File: src/rtl/fakeram7_bist_pkg.sv
// rtl/fakeram7_bist_pkg.sv - march C- element table shared by the MBIST sequencer and checker
package fakeram7_bist_pkg;

    localparam int NUM_ELEMS = 6;

    typedef enum logic [2:0] {
        M0 = 3'd0,
        M1 = 3'd1,
        M2 = 3'd2,
        M3 = 3'd3,
        M4 = 3'd4,
        M5 = 3'd5
    } elem_e;

    typedef enum logic [1:0] {
        S_IDLE  = 2'd0,
        S_RUN   = 2'd1,
        S_DRAIN = 2'd2,
        S_DONE  = 2'd3
    } state_e;

    // rd_val / wr_val: 0 selects the data background, 1 its complement
    typedef struct packed {
        logic down;
        logic has_read;
        logic rd_val;
        logic has_write;
        logic wr_val;
    } elem_attr_t;

    localparam elem_attr_t ELEM_ATTR [NUM_ELEMS] = '{
        '{down: 1'b0, has_read: 1'b0, rd_val: 1'b0, has_write: 1'b1, wr_val: 1'b0},
        '{down: 1'b0, has_read: 1'b1, rd_val: 1'b0, has_write: 1'b1, wr_val: 1'b1},
        '{down: 1'b0, has_read: 1'b1, rd_val: 1'b1, has_write: 1'b1, wr_val: 1'b0},
        '{down: 1'b1, has_read: 1'b1, rd_val: 1'b0, has_write: 1'b1, wr_val: 1'b1},
        '{down: 1'b1, has_read: 1'b1, rd_val: 1'b1, has_write: 1'b1, wr_val: 1'b0},
        '{down: 1'b1, has_read: 1'b1, rd_val: 1'b0, has_write: 1'b0, wr_val: 1'b0}
    };

endpackage

File: src/rtl/fakeram7_bist_checker.sv
// rtl/fakeram7_bist_checker.sv - one-cycle read compare, first-fail capture and saturating fail count
module fakeram7_bist_checker #(
    parameter int BITS       = 32,
    parameter int ADDR_WIDTH = 6
) (
    input  logic                  clk,
    input  logic                  rst_i,
    input  logic                  clear_i,
    input  logic                  valid_i,
    input  logic [BITS-1:0]       exp_i,
    input  logic [ADDR_WIDTH-1:0] addr_i,
    input  logic [2:0]            elem_i,
    input  logic                  pass_i,
    input  logic [BITS-1:0]       rd_a_i,
    input  logic [BITS-1:0]       rd_b_i,
    output logic                  fail_o,
    output logic [7:0]            fail_count_o,
    output logic [ADDR_WIDTH-1:0] fail_addr_o,
    output logic [2:0]            fail_elem_o,
    output logic                  fail_pass_o,
    output logic [BITS-1:0]       fail_syn_o
);

    logic                  valid_q;
    logic [BITS-1:0]       exp_q;
    logic [ADDR_WIDTH-1:0] addr_q;
    logic [2:0]            elem_q;
    logic                  pass_q;

    logic                  fail_q;
    logic [7:0]            count_q;
    logic [ADDR_WIDTH-1:0] faddr_q;
    logic [2:0]            felem_q;
    logic                  fpass_q;
    logic [BITS-1:0]       fsyn_q;

    logic [BITS-1:0] rd_sel;
    logic [BITS-1:0] syn;
    logic            miscmp;

    // pass 0 writes on A and reads on B; pass 1 is the mirror image
    assign rd_sel = pass_q ? rd_a_i : rd_b_i;
    assign syn    = rd_sel ^ exp_q;
    assign miscmp = valid_q && (syn != '0);

    always_ff @(posedge clk) begin
        if (rst_i || clear_i) begin
            valid_q <= 1'b0;
            exp_q   <= '0;
            addr_q  <= '0;
            elem_q  <= '0;
            pass_q  <= 1'b0;
            fail_q  <= 1'b0;
            count_q <= '0;
            faddr_q <= '0;
            felem_q <= '0;
            fpass_q <= 1'b0;
            fsyn_q  <= '0;
        end else begin
            valid_q <= valid_i;
            exp_q   <= exp_i;
            addr_q  <= addr_i;
            elem_q  <= elem_i;
            pass_q  <= pass_i;
            if (miscmp) begin
                if (!fail_q) begin
                    fail_q  <= 1'b1;
                    faddr_q <= addr_q;
                    felem_q <= elem_q;
                    fpass_q <= pass_q;
                    fsyn_q  <= syn;
                end
                if (count_q != 8'hFF) begin
                    count_q <= count_q + 8'd1;
                end
            end
        end
    end

    assign fail_o       = fail_q;
    assign fail_count_o = count_q;
    assign fail_addr_o  = faddr_q;
    assign fail_elem_o  = felem_q;
    assign fail_pass_o  = fpass_q;
    assign fail_syn_o   = fsyn_q;

endmodule

File: src/rtl/fakeram7_dp_mbist.sv
// rtl/fakeram7_dp_mbist.sv - dual-port march C- MBIST sequencer driving both fakeram7 ports
module fakeram7_dp_mbist
    import fakeram7_bist_pkg::*;
#(
    parameter int              BITS       = 32,
    parameter int              WORD_DEPTH = 64,
    parameter int              ADDR_WIDTH = 6,
    parameter logic [BITS-1:0] DATA_BG    = '0
) (
    input  logic                  clk,
    input  logic                  rst_in,
    input  logic                  start_in,
    output logic                  busy_out,
    output logic                  done_out,
    output logic                  fail_out,
    output logic [7:0]            fail_count_out,
    output logic [ADDR_WIDTH-1:0] fail_addr_out,
    output logic [2:0]            fail_elem_out,
    output logic                  fail_pass_out,
    output logic [BITS-1:0]       fail_syn_out,
    output logic                  ram_ce_out,
    output logic [ADDR_WIDTH-1:0] ram_addr_A_out,
    output logic [ADDR_WIDTH-1:0] ram_addr_B_out,
    output logic                  ram_we_A_out,
    output logic                  ram_we_B_out,
    output logic [BITS-1:0]       ram_wd_A_out,
    output logic [BITS-1:0]       ram_wd_B_out,
    output logic [BITS-1:0]       ram_w_mask_A_out,
    output logic [BITS-1:0]       ram_w_mask_B_out,
    input  logic [BITS-1:0]       ram_rd_A_in,
    input  logic [BITS-1:0]       ram_rd_B_in
);

    localparam logic [ADDR_WIDTH-1:0] ADDR_LAST = ADDR_WIDTH'(WORD_DEPTH - 1);
    localparam logic [ADDR_WIDTH-1:0] ADDR_ONE  = ADDR_WIDTH'(1);

    state_e                state_q, state_d;
    elem_e                 elem_q, elem_d, elem_nx;
    logic                  pass_q, pass_d;
    logic [ADDR_WIDTH-1:0] addr_q, addr_d;

    logic            ce_q, we_a_q, we_b_q;
    logic [BITS-1:0] wd_a_q, wd_b_q, mask_a_q, mask_b_q;

    logic            start_ok;
    logic            elem_last;
    logic            run_d, wr_a_d, wr_b_d;
    logic [BITS-1:0] wval_d;
    logic            chk_valid;
    logic [BITS-1:0] chk_exp;

    assign start_ok  = start_in && (state_q == S_IDLE || state_q == S_DONE);
    assign elem_last = ELEM_ATTR[elem_q].down ? (addr_q == '0) : (addr_q == ADDR_LAST);
    assign elem_nx   = elem_e'(elem_q + 3'd1);

    // Element and pass boundaries load the next start address directly so commands never gap
    always_comb begin
        state_d = state_q;
        elem_d  = elem_q;
        pass_d  = pass_q;
        addr_d  = addr_q;
        case (state_q)
            S_IDLE, S_DONE: begin
                if (start_in) begin
                    state_d = S_RUN;
                    elem_d  = M0;
                    pass_d  = 1'b0;
                    addr_d  = '0;
                end
            end
            S_RUN: begin
                if (!elem_last) begin
                    addr_d = ELEM_ATTR[elem_q].down ? addr_q - ADDR_ONE : addr_q + ADDR_ONE;
                end else if (elem_q != M5) begin
                    elem_d = elem_nx;
                    addr_d = ELEM_ATTR[elem_nx].down ? ADDR_LAST : '0;
                end else if (!pass_q) begin
                    pass_d = 1'b1;
                    elem_d = M0;
                    addr_d = '0;
                end else begin
                    state_d = S_DRAIN;
                end
            end
            S_DRAIN: state_d = S_DONE;
            default: state_d = S_IDLE;
        endcase
    end

    assign run_d  = (state_d == S_RUN);
    assign wr_a_d = run_d && ELEM_ATTR[elem_d].has_write && !pass_d;
    assign wr_b_d = run_d && ELEM_ATTR[elem_d].has_write && pass_d;
    assign wval_d = ELEM_ATTR[elem_d].wr_val ? ~DATA_BG : DATA_BG;

    always_ff @(posedge clk) begin
        if (rst_in) begin
            state_q  <= S_IDLE;
            elem_q   <= M0;
            pass_q   <= 1'b0;
            addr_q   <= '0;
            ce_q     <= 1'b0;
            we_a_q   <= 1'b0;
            we_b_q   <= 1'b0;
            wd_a_q   <= '0;
            wd_b_q   <= '0;
            mask_a_q <= '0;
            mask_b_q <= '0;
        end else begin
            state_q  <= state_d;
            elem_q   <= elem_d;
            pass_q   <= pass_d;
            addr_q   <= addr_d;
            ce_q     <= run_d;
            we_a_q   <= wr_a_d;
            we_b_q   <= wr_b_d;
            wd_a_q   <= wr_a_d ? wval_d : '0;
            wd_b_q   <= wr_b_d ? wval_d : '0;
            mask_a_q <= wr_a_d ? '1 : '0;
            mask_b_q <= wr_b_d ? '1 : '0;
        end
    end

    assign chk_valid = (state_q == S_RUN) && ELEM_ATTR[elem_q].has_read;
    assign chk_exp   = ELEM_ATTR[elem_q].rd_val ? ~DATA_BG : DATA_BG;

    fakeram7_bist_checker #(
        .BITS       (BITS),
        .ADDR_WIDTH (ADDR_WIDTH)
    ) u_checker (
        .clk          (clk),
        .rst_i        (rst_in),
        .clear_i      (start_ok),
        .valid_i      (chk_valid),
        .exp_i        (chk_exp),
        .addr_i       (addr_q),
        .elem_i       (elem_q),
        .pass_i       (pass_q),
        .rd_a_i       (ram_rd_A_in),
        .rd_b_i       (ram_rd_B_in),
        .fail_o       (fail_out),
        .fail_count_o (fail_count_out),
        .fail_addr_o  (fail_addr_out),
        .fail_elem_o  (fail_elem_out),
        .fail_pass_o  (fail_pass_out),
        .fail_syn_o   (fail_syn_out)
    );

    assign busy_out         = (state_q == S_RUN) || (state_q == S_DRAIN);
    assign done_out         = (state_q == S_DONE);
    assign ram_ce_out       = ce_q;
    assign ram_addr_A_out   = addr_q;
    assign ram_addr_B_out   = addr_q;
    assign ram_we_A_out     = we_a_q;
    assign ram_we_B_out     = we_b_q;
    assign ram_wd_A_out     = wd_a_q;
    assign ram_wd_B_out     = wd_b_q;
    assign ram_w_mask_A_out = mask_a_q;
    assign ram_w_mask_B_out = mask_b_q;

endmodule

File: config.mk
export PLATFORM = sky130hd
export DESIGN_NAME = fakeram7_dp_mbist
export DESIGN_NICKNAME = d
export VERILOG_FILES = /design/src/rtl/fakeram7_bist_pkg.sv /design/src/rtl/fakeram7_bist_checker.sv /design/src/rtl/fakeram7_dp_mbist.sv
export SDC_FILE = /design/constraint.sdc
export NUM_CORES = 1
export LEC_CHECK = 0
export BUFFER_PORTS_ARGS = -buffer_cell sky130_fd_sc_hd__buf_2
export CORE_ASPECT_RATIO = 2
export CORE_UTILIZATION = 47
export CTS_CLUSTER_DIAMETER = 120
export CTS_CLUSTER_SIZE = 14
export DETAILED_ROUTE_END_ITERATION = 16
export PLACE_DENSITY_LB_ADDON = 0.12
export SLEW_MARGIN = 20
export SYNTH_ARGS = -nofsm -noshare
export SYNTH_HDL_FRONTEND = slang
export SYNTH_SLANG_ARGS = --single-unit
File: constraint.sdc
create_clock -name clk -period 3.1 [get_ports clk]
set_input_delay 0.62 -clock clk [delete_from_list [all_inputs] [get_ports clk]]
set_output_delay 0.62 -clock clk [all_outputs]
set_load 0.01 [all_outputs]
Word level (Yosys, flattened, before mapping):

Memories as Yosys holds them, arrays and structs flattened.
Index checks and enable logic that the tools add are counted.

* register bits: 237
* latch bits: 0
* bits in writable memories: 0
* memory bits (read-only): 120
* input port bits: 67
* output and inout port bits: 196
* word-level logic and storage cells: 101
* memories: 3

Memory list
* (no name shown): depth 8, bits a word 5, rd ports 1, clocked after memory_dff 0, write ports 0, RTL line fakeram7_dp_mbist.sv:124 `assign chk_exp = ELEM_ATTR[elem_q].rd_val ? ~DATA_BG : DATA_BG;`
* (no name shown): depth 8, bits a word 5, rd ports 1, clocked after memory_dff 0, write ports 0, RTL line fakeram7_dp_mbist.sv:93 `assign wval_d = ELEM_ATTR[elem_d].wr_val ? ~DATA_BG : DATA_BG;`
* (no name shown): depth 8, bits a word 5, rd ports 1, clocked after memory_dff 0, write ports 0, RTL line fakeram7_dp_mbist.sv:76 `addr_d = ELEM_ATTR[elem_nx].down ? ADDR_LAST : '0;`

* add/subtract/negate cells: 4
* $mul: 0
* div/mod/pow operators: 0
* $lt $le $gt $ge: 3
* equal/unequal tests: 9
* shift operators: 0
* multiplexer cells: 33
* bitwise gates (word level): 7
* reduce and logical (&&, ||, !) cells: 20

Operator list (count)
* 2-to-1 mux 32 bit: 5
* 2-to-1 mux 6 bit: 6
* nonzero test 32 bit: 1
* XOR 32 bit: 1
* 2-to-1 mux 5 bit: 4
* greater-or-equal comparator 4 bit (second input constant): 3
* 2-to-1 mux 2 bit: 6
* 2-to-1 mux 3 bit: 4
* inverter 3 -> 4 bit: 3
* one-hot mux 6 bit (2 select lines): 1
* adder 8 x 1 -> 8 bit (second input constant): 1
* != test 8 bit (second input constant): 1
* adder 6 x 1 -> 6 bit (second input constant): 1
* equality test 6 bit (second input constant): 1
* logical AND 1 bit: 6
* logical NOT 6 bit: 1
* one-hot mux 2 bit (3 select lines): 1
* one-hot mux 3 bit (2 select lines): 1
* OR reduction 2 bit: 3
* subtractor 6 x 1 -> 6 bit (second input constant): 1
* equality test 2 x 1 -> 1 bit (second input constant): 2
* equality test 2 bit (second input constant): 2
* 2-to-1 mux 1 bit: 4
* != test 4 bit (second input constant): 1
* 11 further kinds: 16

Logic depth before layout (Yosys ltp):

* depth after elaboration: 15
* mapped depth: 12
* depth with buffers taken out: 12

By module:

A second synthesis with hierarchy kept.

* cells, all modules: 684
* area, all modules: 6018.3 sq um

Modules (own cells, without submodules)
* fakeram7_bist_checker: times used 1, cells an instance 408, area an instance 3809.9 sq um, seq. area each 1881.8 sq um
* fakeram7_dp_mbist: times used 1, cells an instance 276, area an instance 2208.4 sq um, seq. area each 340.3 sq um

Least setup slack after synthesis:

OpenSTA, ideal clock, no wires.

* kind: input -> register
* start point: input port ram_rd_A_in[30]
* end point: register u_checker.felem_q[0], in the netlist u_checker.fail_elem_o[0]
* library setup time: 0.128 ns
* data arrival time: 2.132 ns
* required time: 2.972 ns
* path slack: 0.840 ns
* stages on the path: 8
* path buffers: 1
* cell sequence: or4_1 -> mux2i_1 -> nand4_1 -> nor3_4 -> nor4_4 -> buf_6 -> mux2i_1 -> nor2_1

* cells in the longest elaborated chain, start to end: 5

RTL lines
* start: declaration: RTL line fakeram7_dp_mbist.sv:30 `input logic [BITS-1:0] ram_rd_A_in,`
* 2-to-1 mux 32 bit: RTL line fakeram7_bist_checker.sv:42 `assign rd_sel = pass_q ? rd_a_i : rd_b_i;`
* XOR 32 bit: RTL line fakeram7_bist_checker.sv:43 `assign syn = rd_sel ^ exp_q;`
* nonzero test 32 bit: RTL line fakeram7_bist_checker.sv:44 `assign miscmp = valid_q && (syn != '0);`
* logical AND 1 bit: RTL line fakeram7_bist_checker.sv:44
* AND reduction 2 bit (no source line)
* end signal: assignment: RTL line fakeram7_bist_checker.sv:69 `felem_q <= elem_q;`
* end: declaration: RTL line fakeram7_bist_checker.sv:33 `logic [2:0] felem_q;`

Every way passes these cells.
A chain may end at the register's enable or synchronous reset.

Final worst setup path:

* start point: register u_checker.exp_q[30]
* end point: register u_checker.fsyn_q[0], in the netlist u_checker.fail_syn_o[0]

* cells in the longest elaborated chain, start to end: 4

RTL lines
* start: declaration: RTL line fakeram7_bist_checker.sv:25 `logic [BITS-1:0] exp_q;`
* start signal: assignment: RTL line fakeram7_bist_checker.sv:61 `exp_q <= exp_i;`
* XOR 32 bit: RTL line fakeram7_bist_checker.sv:43
* nonzero test 32 bit: RTL line fakeram7_bist_checker.sv:44
* logical AND 1 bit: RTL line fakeram7_bist_checker.sv:44
* AND reduction 2 bit (no source line)
* end signal: assignment: RTL line fakeram7_bist_checker.sv:71 `fsyn_q <= syn;`
* end: declaration: RTL line fakeram7_bist_checker.sv:35 `logic [BITS-1:0] fsyn_q;`

Every way passes these cells.

==> results.md <==
- H-tree Lvls: 3
- Worst setup path start: u_checker.exp_q[30]
- Top-Level Pins: 263
- Gpl congestion: 0.8363
- Tcrit/Tclk final: 86.16%
- Max-slew violations: 0
- Initial Util: 48.09%
- Aggregate negative setup slack: 0 ps
- Hold buffer count at CTS: 0
- DP Area: 5889 sq um
- Max stage delay cell, worst path: dfxtp_2
- Slew Limit Headroom: 42.11%
- Total CTS buffers: 9
- Area Growth Syn to Fin: 13.42%
- Cells taking the most area after synthesis: dfxtp_1 (30%), buf_4 (18%), mux2i_1 (17%), xnor2_1 (6.0%), nor2_1 (5.1%)
- Setup violators final: 0
- # diodes: 0
- Pwr Density: 371.3 nW/um^2
- Vias: 4548
- Detailed Routing Iterations Pass 1: 4
- Peak VDD IR: 0.2432 mV
- Critical Path RT: 3300 ps
- Worst Path Arrival: 2870 ps
- Clock tree sinks: 80
- Post-DP HPWL: 10.76 mm
- Overall Power: 2.285 mW
- Seq/Total Area, Yosys: 29.51%
- Asr flop ratio synth: 0%
- Number of post-CTS setup repair buffers: 0
- First-pass GRT wire length: 21.14 mm
- Most common library cells after synthesis: buf_4 (132), mux2i_1 (91), dfxtp_1 (80)
- Worst-case clock skew: 6.317 ps
- Most used DFF post-synth: dfxtp_1
- Synth Net Count: 691
- Seq cells post-synth: 80
- Via-to-Cell Ratio: 5.139
- Die Area: 12010 sq um
- Pin count of the biggest net entering global routing: 43
- Synthesized area per cell: 8.898 sq um
- DRT iter0 DRCs: 130
- Final wirelength: 13.67 mm
- HP Start: u_checker.addr_q[2]
- Clock tree root driver cell: clkbuf_16
- GRT overflow: 0
- Unique masters post-synth: 47
- Chip Height: 154.0 um
- Initial antenna violation count: 0
- Lkg Pwr: 2.946 nW
- Top cell type's share of synthesized area: 29.51%
- Net count reported at finish: 819
- Worst setup SP type: register
- Port buffer count: 262
- CP Class: register to register
- Post-synthesis cell area: 5428 sq um
- Drt drc: 0
- Syn. warnings: 0
- Vias in the first global route: 4245
- Status: completed
- Final hold vios: 0
- Worst Hold Class: register to register
- Worst R2R Start: u_checker.exp_q[30]
- Routed Antenna Nets: 0
- Slowest stage delay, CP: 820 ps
- Top-count cell post-synth: buf_4
- Synth Instances: 610
- Post-synth top area cell: dfxtp_1
- CTS tree: built
- Post_cts resized: 0
- Die width: 77.99 um
- Min Tclk post-route: 2671 ps
- Share of cells above drive strength 1: 40.78%
- RSZ-0062 raised after global routing: false
- Critical-path maximum fanout: 42
- Clk buf depth: 2
- Overall Global Routing Usage: 22.45%
- Worst skew pair latency: 340 ps
- Cell area after layout: 6156 sq um
- Crit. End Element: register
- Worst path cell trace: buf_4 > nand4_1 > mux2i_1 > nand4_1 > nor3_4 > nor4_4 > buf_12 > mux2i_1 > nor2_1
- Fmax: 374.4 MHz
- Post-synth EDFFs: 0
- Clock Pin Slew Worst Setup and Hold Paths: 60 ps
- Core area: 11290 sq um
- Drt wl/cell: 15.45 um
- Rows: 55
- Slew @ Worst Pin: 867.2 ps
- Max-cap violations: 0
==> layout by cell type (no fill, tap or decap), types with 6 or more instances in the layout <==
master,count
a211oi_1,6
a21oi_1,18
and2_1,9
buf_2,262
buf_4,11
clkbuf_16,9
dfxtp_1,78
ha_1,13
inv_1,15
mux2i_1,91
nand2_1,13
nand4_1,21
nor2_1,74
nor2b_1,6
or4_1,18
xnor2_1,37
==> flip-flops by register name, summed over array words and instances (netlist names), 2 cells and up, named ones only <==
name                    count
u_checker.fail_syn_o       32
u_checker.fail_count_o      8
ram_addr_A_out              6
u_checker.addr_q            6
u_checker.fail_addr_o       6
u_checker.elem_q            3
u_checker.fail_elem_o       3
elem_q                      2
state_q                     2
==> path summary, 6_finish.rpt <==
kind | endpoint | slack, ps | depth (start not counted)
worst max-delay path | u_checker.fail_syn_o[0] | 430 | 9
worst min-delay path | u_checker.fail_addr_o[2] | 470 | 2
worst max register to register | u_checker.fail_syn_o[0] | 430 | 9
worst min register to register | u_checker.fail_addr_o[2] | 470 | 2
==> power by group <==
part,switching (mW),leakage (nW),internal [mW],total [mW]
Sequential,0.0153,0.646,1.03,1.05
Combinational,0.165,2.17,0.122,0.287
Clock,0.408,0.126,0.541,0.949
==> critical path, delay by kind of cell, from the launching register on <==
| kind | cells | cell delay [ps] |
|---|---|---|
| buffers and inverters | 2 | 520 |
| flip-flops | 1 | 820 |
| multiplexers | 2 | 400 |
| AND/OR/NAND/NOR | 5 | 730 |
==> cells by family (layout without fill, tap and decap cells) <==
family          after synthesis  in the layout  share of synthesized area (%)
compound gates               49             49                          6.086
xor+xnor                     38             38                          6.132
fa+ha+maj                    14             14                          3.366
buf+inv                     172            305                          21.92
flops                        80             80                          29.51
mux                          91             91                          16.78
simple gates                166            166                          16.21
==> stage by stage <==
stage	worst slack (ps)	cells	hold slack [ps]	utilization (%)
2_1_floorplan	840.0	610	440.3	-
3_3_place_gp	415.4	869	443.8	52.18
3_5_place_dp	372.8	869	452.4	52.18
4_1_cts	420.8	885	470.1	54.55
5_1_grt	199.6	885	498.4	54.55
6_report	429.0	885	468.7	54.55
==> final cells by class <==
cell class	instances	area (sq um)
Clock buffer	11	232.7
Clock inverter	5	33.78
Fill cell	1098	5130
Inverter	15	56.30
Multi-Input combinational cell	358	2638
Sequential cell	80	1604
Tap cell	142	177.7
Timing Repair Buffer	274	1414
==> metal layers <==
layer | wire (um) | vias to the layer above | track usage [%]
met2 | 7122 | 200 | 41.72
met4 | 646 | 0 | 13.49
met5 | 0 | - | 0
li1 | - | 2215 | -
met3 | 885 | 36 | 4.154
met1 | 5018 | 2097 | 22.60
Power figures use the tool's default switching activity.
